## src/rtl/serial_adder_pkg.sv

```systemverilog
// rtl/serial_adder_pkg.sv - shared types and helpers for the bit-serial adder
//
// Purpose: state encoding for the serial_adder FSM and the bit-counter width helper.
// Ports:   none (package).

package serial_adder_pkg;

  typedef enum logic [1:0] {
    IDLE = 2'd0,
    RUN  = 2'd1,
    DONE = 2'd2
  } state_e;

  // Counter must index WIDTH bits; a 1-bit operand still needs a 1-bit counter.
  function automatic int unsigned cnt_width(input int unsigned width);
    return (width > 1) ? $clog2(width) : 1;
  endfunction

endpackage

```

## src/rtl/serial_adder_if.sv

```systemverilog
// rtl/serial_adder_if.sv - operand/result bundle between a requester and serial_adder
//
// Purpose: groups the start strobe, operands and result signals of one serial adder.
// Signals:
//   start, a, b, cin : requester -> adder (sampled only on the accepting edge)
//   busy, done       : adder -> requester status
//   sum, cout        : adder -> requester result, valid while done is high

interface serial_adder_if #(
  parameter int WIDTH = 8
);
  logic             start;
  logic [WIDTH-1:0] a;
  logic [WIDTH-1:0] b;
  logic             cin;
  logic             busy;
  logic             done;
  logic [WIDTH-1:0] sum;
  logic             cout;

  modport master (
    output start, a, b, cin,
    input  busy, done, sum, cout
  );

  modport slave (
    input  start, a, b, cin,
    output busy, done, sum, cout
  );
endinterface

```

## src/rtl/halfadder.sv

```systemverilog
// rtl/halfadder.sv - single-bit half adder primitive
//
// Purpose: s = a ^ b, c = a & b.
// Ports:
//   a_i, b_i : addend bits
//   s_o      : sum bit
//   c_o      : carry bit

module halfadder (
  input  logic a_i,
  input  logic b_i,
  output logic s_o,
  output logic c_o
);

  assign s_o = a_i ^ b_i;
  assign c_o = a_i & b_i;

endmodule

```

## src/rtl/serial_adder_fa_cell.sv

```systemverilog
// rtl/serial_adder_fa_cell.sv - combinational full adder built from two half adders
//
// Purpose: one full-adder cell, reused every cycle by serial_adder.
// Ports:
//   a_i, b_i : operand bits
//   c_i      : carry in
//   s_o      : sum bit
//   co_o     : carry out

module fa_cell (
  input  logic a_i,
  input  logic b_i,
  input  logic c_i,
  output logic s_o,
  output logic co_o
);

  logic p; // propagate: a ^ b
  logic g; // generate:  a & b
  logic t; // carry propagated through from c_i

  halfadder u_ha0 (
    .a_i (a_i),
    .b_i (b_i),
    .s_o (p),
    .c_o (g)
  );

  halfadder u_ha1 (
    .a_i (p),
    .b_i (c_i),
    .s_o (s_o),
    .c_o (t)
  );

  assign co_o = g | t;

endmodule

```

## src/rtl/serial_adder.sv

```systemverilog
// rtl/serial_adder.sv - bit-serial LSB-first ripple adder using a single full-adder cell
//
// Purpose: computes {cout, sum} = a + b + cin one bit per clock; done pulses WIDTH
//          edges after the accepting edge.
// Ports:
//   clk   : clock, rising edge
//   rst_n : synchronous active-low reset
//   bus   : serial_adder_if slave (start/a/b/cin in, busy/done/sum/cout out)

module serial_adder
  import serial_adder_pkg::*;
#(
  parameter int WIDTH = 8
) (
  input  logic           clk,
  input  logic           rst_n,
  serial_adder_if.slave  bus
);

  localparam int CNT_W = cnt_width(WIDTH);
  localparam logic [CNT_W-1:0] LAST_BIT = CNT_W'(WIDTH - 1);

  state_e           state_q, state_d;
  logic [WIDTH-1:0] sa_q, sa_d;
  logic [WIDTH-1:0] sb_q, sb_d;
  logic [WIDTH-1:0] sum_q, sum_d;
  logic             c_q, c_d;
  logic             cout_q, cout_d;
  logic [CNT_W-1:0] cnt_q, cnt_d;

  logic fa_s;
  logic fa_co;

  fa_cell u_fa (
    .a_i  (sa_q[0]),
    .b_i  (sb_q[0]),
    .c_i  (c_q),
    .s_o  (fa_s),
    .co_o (fa_co)
  );

  always_comb begin
    state_d = state_q;
    sa_d    = sa_q;
    sb_d    = sb_q;
    sum_d   = sum_q;
    c_d     = c_q;
    cout_d  = cout_q;
    cnt_d   = cnt_q;

    case (state_q)
      IDLE: begin
        if (bus.start) begin
          state_d = RUN;
          sa_d    = bus.a;
          sb_d    = bus.b;
          c_d     = bus.cin;
          cnt_d   = '0;
          sum_d   = '0;
          cout_d  = 1'b0;
        end
      end

      RUN: begin
        sa_d  = sa_q >> 1;
        sb_d  = sb_q >> 1;
        // New sum bit enters at the MSB so that after WIDTH shifts bit 0 is the LSB.
        sum_d = sum_q >> 1;
        sum_d[WIDTH-1] = fa_s;
        c_d   = fa_co;
        cnt_d = cnt_q + CNT_W'(1);
        if (cnt_q == LAST_BIT) begin
          state_d = DONE;
          cout_d  = fa_co;
        end
      end

      DONE: begin
        state_d = IDLE;
      end

      default: begin
        state_d = IDLE;
      end
    endcase
  end

  always_ff @(posedge clk) begin
    if (!rst_n) begin
      state_q <= IDLE;
      sa_q    <= '0;
      sb_q    <= '0;
      sum_q   <= '0;
      c_q     <= 1'b0;
      cout_q  <= 1'b0;
      cnt_q   <= '0;
    end else begin
      state_q <= state_d;
      sa_q    <= sa_d;
      sb_q    <= sb_d;
      sum_q   <= sum_d;
      c_q     <= c_d;
      cout_q  <= cout_d;
      cnt_q   <= cnt_d;
    end
  end

  // Status is decoded from the state register only, so no input reaches an output.
  assign bus.busy = (state_q != IDLE);
  assign bus.done = (state_q == DONE);
  assign bus.sum  = sum_q;
  assign bus.cout = cout_q;

endmodule

```

## src/flat_wrapper.sv

```systemverilog
// flat-port wrapper written by rule: the top's interface ports become plain ports
module serial_adder_flat import serial_adder_pkg::*;
#(
  parameter int WIDTH = 8
)
  (clk, rst_n, bus_start, bus_a, bus_b, bus_cin, bus_busy, bus_done, bus_sum, bus_cout);
  serial_adder_if #(.WIDTH(WIDTH)) bus_i ();
  input  logic clk;
  input  logic rst_n;
  input wire logic [$bits(bus_i.start)-1:0] bus_start;
  input wire logic [$bits(bus_i.a)-1:0] bus_a;
  input wire logic [$bits(bus_i.b)-1:0] bus_b;
  input wire logic [$bits(bus_i.cin)-1:0] bus_cin;
  output wire logic [$bits(bus_i.busy)-1:0] bus_busy;
  output wire logic [$bits(bus_i.done)-1:0] bus_done;
  output wire logic [$bits(bus_i.sum)-1:0] bus_sum;
  output wire logic [$bits(bus_i.cout)-1:0] bus_cout;
  assign bus_i.start = bus_start;
  assign bus_i.a = bus_a;
  assign bus_i.b = bus_b;
  assign bus_i.cin = bus_cin;
  assign bus_busy = bus_i.busy;
  assign bus_done = bus_i.done;
  assign bus_sum = bus_i.sum;
  assign bus_cout = bus_i.cout;
  serial_adder #(.WIDTH(WIDTH)) u_core (.clk(clk), .rst_n(rst_n), .bus(bus_i));
endmodule
```

## config.mk

```make
export PLATFORM = sky130hd
export DESIGN_NAME = serial_adder_flat
export DESIGN_NICKNAME = d
export VERILOG_FILES = /design/src/rtl/serial_adder_pkg.sv /design/src/rtl/serial_adder_if.sv /design/src/rtl/halfadder.sv /design/src/rtl/serial_adder_fa_cell.sv /design/src/rtl/serial_adder.sv /design/src/flat_wrapper.sv
export SDC_FILE = /design/constraint.sdc
export NUM_CORES = 1
export LEC_CHECK = 0
export CORE_MARGIN = 2
export CORE_UTILIZATION = 49
export CTS_CLUSTER_DIAMETER = 200
export DETAILED_ROUTE_END_ITERATION = 16
export PLACE_DENSITY = 0.78
export SLEW_MARGIN = 20
export SYNTH_ARGS = -nofsm -noshare
export SYNTH_HDL_FRONTEND = slang
export SYNTH_SLANG_ARGS = --single-unit
```

## constraint.sdc

```tcl
create_clock -name clk -period 1.3 [get_ports clk]
set_input_delay 0.325 -clock clk [delete_from_list [all_inputs] [get_ports clk]]
set_output_delay 0.325 -clock clk [all_outputs]
set_load 0.05 [all_outputs]
```

# ---- Yosys cells after proc, flatten, opt, wreduce, memory -nomap -nowiden
# Cells that the tools add are included.
# Widths: inputs -> output; s select.
dict set report totals {
  word_cells 40
  out_inout_bits 11
  ff_bits 31
  inputBits 20
}
dict set report classes {
  add_sub_neg 1
  n_reduce_logical 6
  eq_ne 5
  mux 16
  bitwise 5
}
# op count
set op_table {}
lappend op_table {{$pmux 8 s2} 3}
lappend op_table {{$mux 8} 3}
lappend op_table {{$pmux 3 s2} 1}
lappend op_table {{$mux 2} 2}
lappend op_table {{$pmux 1 s2} 2}
lappend op_table {{$pmux 2 s2} 1}
lappend op_table {{$reduce_and 2->1} 2}
lappend op_table {{$reduce_bool 2->1} 2}
lappend op_table {{$add 3x1->3 const B} 1}
lappend op_table {{$eq 3x3->1 const B} 1}
lappend op_table {{$mux 1} 3}
lappend op_table {{$mux 3} 1}
lappend op_table {{$reduce_and 3->1} 1}
lappend op_table {{$and 1x1->1} 2}
lappend op_table {{$eq 2x1->1 const B} 1}
lappend op_table {{$eq 2x2->1 const B} 1}
lappend op_table {{$logic_not 2->1} 1}
lappend op_table {{$ne 2x1->1 const B} 1}
lappend op_table {{$ne 2x2->1 const B} 1}
lappend op_table {{$xor 1x1->1} 2}
lappend op_table {{$or 1x1->1} 1}

# ---- Longest topological paths before layout
dict set report logic_depth {
  word_depth 5
  depth_mapped 5
  mapped_depth_nobuf 5
}

# ---- Cells and area by module
# A second synthesis with hierarchy kept.
dict set report unflattened {
  hier_cells 134
  area_unflattened_um2 1377.6
}
# module cells_per_inst area_each_um2 n_inst seq_area_each_um2
set modules_own_cells {}
lappend modules_own_cells {serial_adder 131 1346.3 1 620.6}
lappend modules_own_cells {halfadder 1 12.5 2 0.0}
lappend modules_own_cells {fa_cell 1 6.3 1 0.0}

# ---- Worst setup path after synthesis
# No wires, ideal clock.
dict set report synth_path {
  kind {register -> output}
  from {reg u_core.state_q[0]}
  to {out bus_done}
  path_stages_with_launch 4
  required_ns 0.975
  arrival_ns 1.256
  path_slack_ns -0.281
  path_buffers 2
  path_cell_list {dfxtp_1 > buf_6 > buf_8 > nor2_1}
}
dict set report synth_via {
  elab_chain_len 1
}
# item line
set synth_rtl {}
lappend synth_rtl {{start: declaration} serial_adder.sv:23} ;# state_e state_q, state_d;
lappend synth_rtl {{start signal: assignment} serial_adder.sv:98} ;# state_q <= state_d;
lappend synth_rtl {{$eq 2x2->1} serial_adder.sv:110} ;# assign bus.done = (state_q == DONE);
lappend synth_rtl {{end: declaration} flat_wrapper.sv:15} ;# output wire logic [$bits(bus_i.done)-1:0] bus_done;
# Every way passes these cells.

# ---- Final worst setup path
# Same ends and word-level chain as after synthesis.

==> run_results.csv <==
group,metric,value,unit
clock_network,post_cts_hold_buffer_count,0,
synth,syn_nets,161,
clock_network,cts_root_buf,"sky130_fd_sc_hd__clkbuf_4",
floorplan,starting_density_of_the_core,0.511,
outcome,outcome,"finished, violations left",
drt,dr_total_vias,1124,
drt,drt_first_iter_violations,46,
place,gp_routability_congestion,0.691,
clock_network,insertion_delay,0.34,ns
setup_path,critical_path.max_stage_delay,0.38,ns
place,placed_cells_incl_taps,197,
timing,worst_slack,-0.103,ns
finish,final_nets,200,
timing,slew_violations,0,
floorplan,placeableCoreArea,2730,um^2
timing,setup_viol_count_final,2,
place,dp_slack,-0.284,ns
floorplan,floorplan.die.height,57.4,um
place,place_hpwl,1960,um
setup_path,worstPathCellList,"buf_12, nor2_4, buf_6",
pwr,p_leak,0.000811,uW
setup_path,crit_type,"reg2out",
clock_network,clock_sinks,31,
pwr,power.share.combinational,0.210,
synth,yosys-top-cells-area,"sky130_fd_sc_hd__dfxtp_1 44%, sky130_fd_sc_hd__a211oi_2 13%, sky130_fd_sc_hd__mux2i_1 11%",
synth,synth_edf_count,0,
drt,drt_pass1_iterations,5,
timing,rsz0062_at_grt,"true",
timing,tightestPinTransition,0.264,ns
pwr,seq_power_share,0.488,
setup_path,wp_data_required,0.98,ns
clock_network,cts.clk_slew.worst_paths,0.10,ns
finish,antenna_cells,0,
timing,hold_viol_final,0,
synth,yosys_register_bits,31,
pwr,clock_power_share,0.302,
setup_path,cp-start-kind,"flop",
synth,ys.flop_type,"sky130_fd_sc_hd__dfxtp_1",
global_route,number_of_antenna_violations_at_the_first_check_in_global_routing,0,
synth,yosysTopAreaCell,"sky130_fd_sc_hd__dfxtp_1",
outcome,failed_checks,"negative setup slack",
finish,syn2layout_area_growth,45.9,%
place,detailed_place.area,1880,um^2
timing,layout_worst_path_cycle_share,1.08,
synth,synth_cells,138,
drt,routed_wire_length_per_instance,14.4,um
pwr,intPower,1560,uW
synth,yosys.area.top_type_share,0.444,
timing,slew_headroom,0.822,
global_route,grt_usage,0.186,
floorplan,ioPinCount,31,
finish,layout_commonest_cell,"sky130_fd_sc_hd__nor2_1",
setup_path,slowest_stage,"sky130_fd_sc_hd__dfxtp_4",
finish,final_layout_size_suffix_gt1_frac,0.331,
clock_network,clk_path_buf_depth,2,
timing,post-route-min-period,1.40,ns
clock_network,htree_levels,2,
global_route,gr-total-overflow,0,
clock_network,numCtsBuffers,5,
synth,yosys_warnings,0,
floorplan,floorplan.rows,19,
pwr,power_per_cell_area,1050,nW/um^2
pwr,power.switching_fraction,0.269,
drt,detail_route.drc_violations,0,
floorplan,die_w,57.4,um
drt,routed_via_density,5.38,
flow_run,maxCapViolations,0,
synth,synth_cell_type_count,24,
synth,synth_async_sr_flop_share,0,
clock_network,cts_tree,"built",
setup_path,timing.critical_path.arrival,1.08,ns
timing,totalNegativeSetupSlack,-0.198,ns
timing,worst_clock_skew,0.0108,ns
setup_path,critPathMaxFanout,3,
global_route,first_global_vias,1038,
timing,hold_ws,0.491,ns
setup_path,category_of_the_worst_setup_path_capture_point,"output port",
min_path,worst_hold_path_type,"reg2reg",
finish,finish.cell_count_without_fillers,209,
timing,max_freq,0.713,GHz
synth,mappedNetlistArea,1400,um^2
finish,mostFrequentLayoutCells,"27 x sky130_fd_sc_hd__nor2_1, 25 x sky130_fd_sc_hd__dfxtp_1, 19 x sky130_fd_sc_hd__clkdlybuf4s50_1",
pwr,switchingPower,573,uW
floorplan,die-area,3300,um^2
global_route,global_route_wire_length_before_repair,4560,um
synth,syn_area_per_cell,10.1,um^2
drt,detail_route.wirelength,3020,um
global_route,grt_max_degree,20,
pwr,vdd_drop_max,0.906,mV
finish,finalInstanceArea,2040,um^2
synth,synth_seq_area_share,0.444,
drt,number_of_nets_with_antenna_violations_after_detailed_routing,0,
place,port-buffer-count,30,
## what timing repair did
item / CTS / global route
buffers inserted: 2 / 0
gates resized for setup: 8 / 15
endpoints found under the setup margin: 3 / 15
cloned: 0 / 2
pin swaps: 2 / 1
## stage by stage
step | total power [uW] | util
after global placement | 1460 | 0.688
after floorplan | 1320 | -
after global routing | 2230 | 0.746
after CTS | 2110 | 0.724
after detailed placement | 1480 | 0.688
final | 2130 | 0.746
## metal layers
| metal | wire length, um | track usage | vias to the layer above |
|---|---|---|---|
| met5 | 0 | 0 | - |
| met4 | 106 | 0.110 | 0 |
| li1 | - | - | 566 |
| met2 | 1500 | 0.297 | 24 |
| met3 | 158 | 0.0703 | 8 |
| met1 | 1250 | 0.209 | 526 |
## critical path: cells and delay by family, from the launching register on
kind	cells	cell delay, ns
simple gates	1	0.08
flops	1	0.38
buf+inv	2	0.29
## Yosys cell counts, drive strengths merged (2+ instances only)
| library cell | instances |
|---|---|
| mux2i | 16 |
| clkbuf | 3 |
| nor2 | 28 |
| inv | 8 |
| buf | 7 |
| ha | 2 |
| a211oi | 15 |
| a21oi | 4 |
| a22oi | 10 |
| nand2 | 2 |
| nand4 | 2 |
| o21ai | 2 |
| dfxtp | 31 |
## sequential cells by signal, indices dropped and copies added (netlist names)
| signal | cells |
|---|---|
| u_core.sa_q | 8 |
| u_core.cnt_q | 3 |
| u_core.bus.sum | 8 |
| u_core.bus.cout | 1 |
| u_core.sb_q | 8 |
| u_core.state_q | 2 |
| u_core.c_q | 1 |
## cell families after synthesis
family	synth area share
simple gates	0.109
mux	0.115
buf+inv	0.0716
flops	0.444
fa+ha+maj	0.0322
compound gates	0.228
## final timing paths
path | start | endpoint | slack [ns] | cells past startpoint
worst max-delay path | u_core.state_q[0]$_SDFFE_PN0P_ | bus_done | -0.10 | 3
worst min-delay path | u_core.state_q[1]$_SDFFE_PN0P_ | u_core.state_q[0]$_SDFFE_PN0P_ | 0.49 | 1
worst max register to register | u_core.state_q[0]$_SDFFE_PN0P_ | u_core.bus.sum[3]$_SDFFE_PN0P_ | 0.02 | 6
worst min register to register | u_core.state_q[1]$_SDFFE_PN0P_ | u_core.state_q[0]$_SDFFE_PN0P_ | 0.49 | 1
## cell type report
class,count,area (um^2)
Tap cell,31,38.8
Fill cell,188,694
Sequential cell,31,633
Multi-Input combinational cell,90,717
Inverter,8,32.5
Clock buffer,8,68.8
Timing Repair Buffer,41,549
## power by group through the flow
stage	Clock, uW	Sequential [uW]	Combinational [uW]
after global routing	695	1050	484
final	643	1040	448
after CTS	643	1040	424
after floorplan	0	1060	260
after detailed placement	0	1060	414
after global placement	0	1060	401
Power figures use the tool's default switching activity.
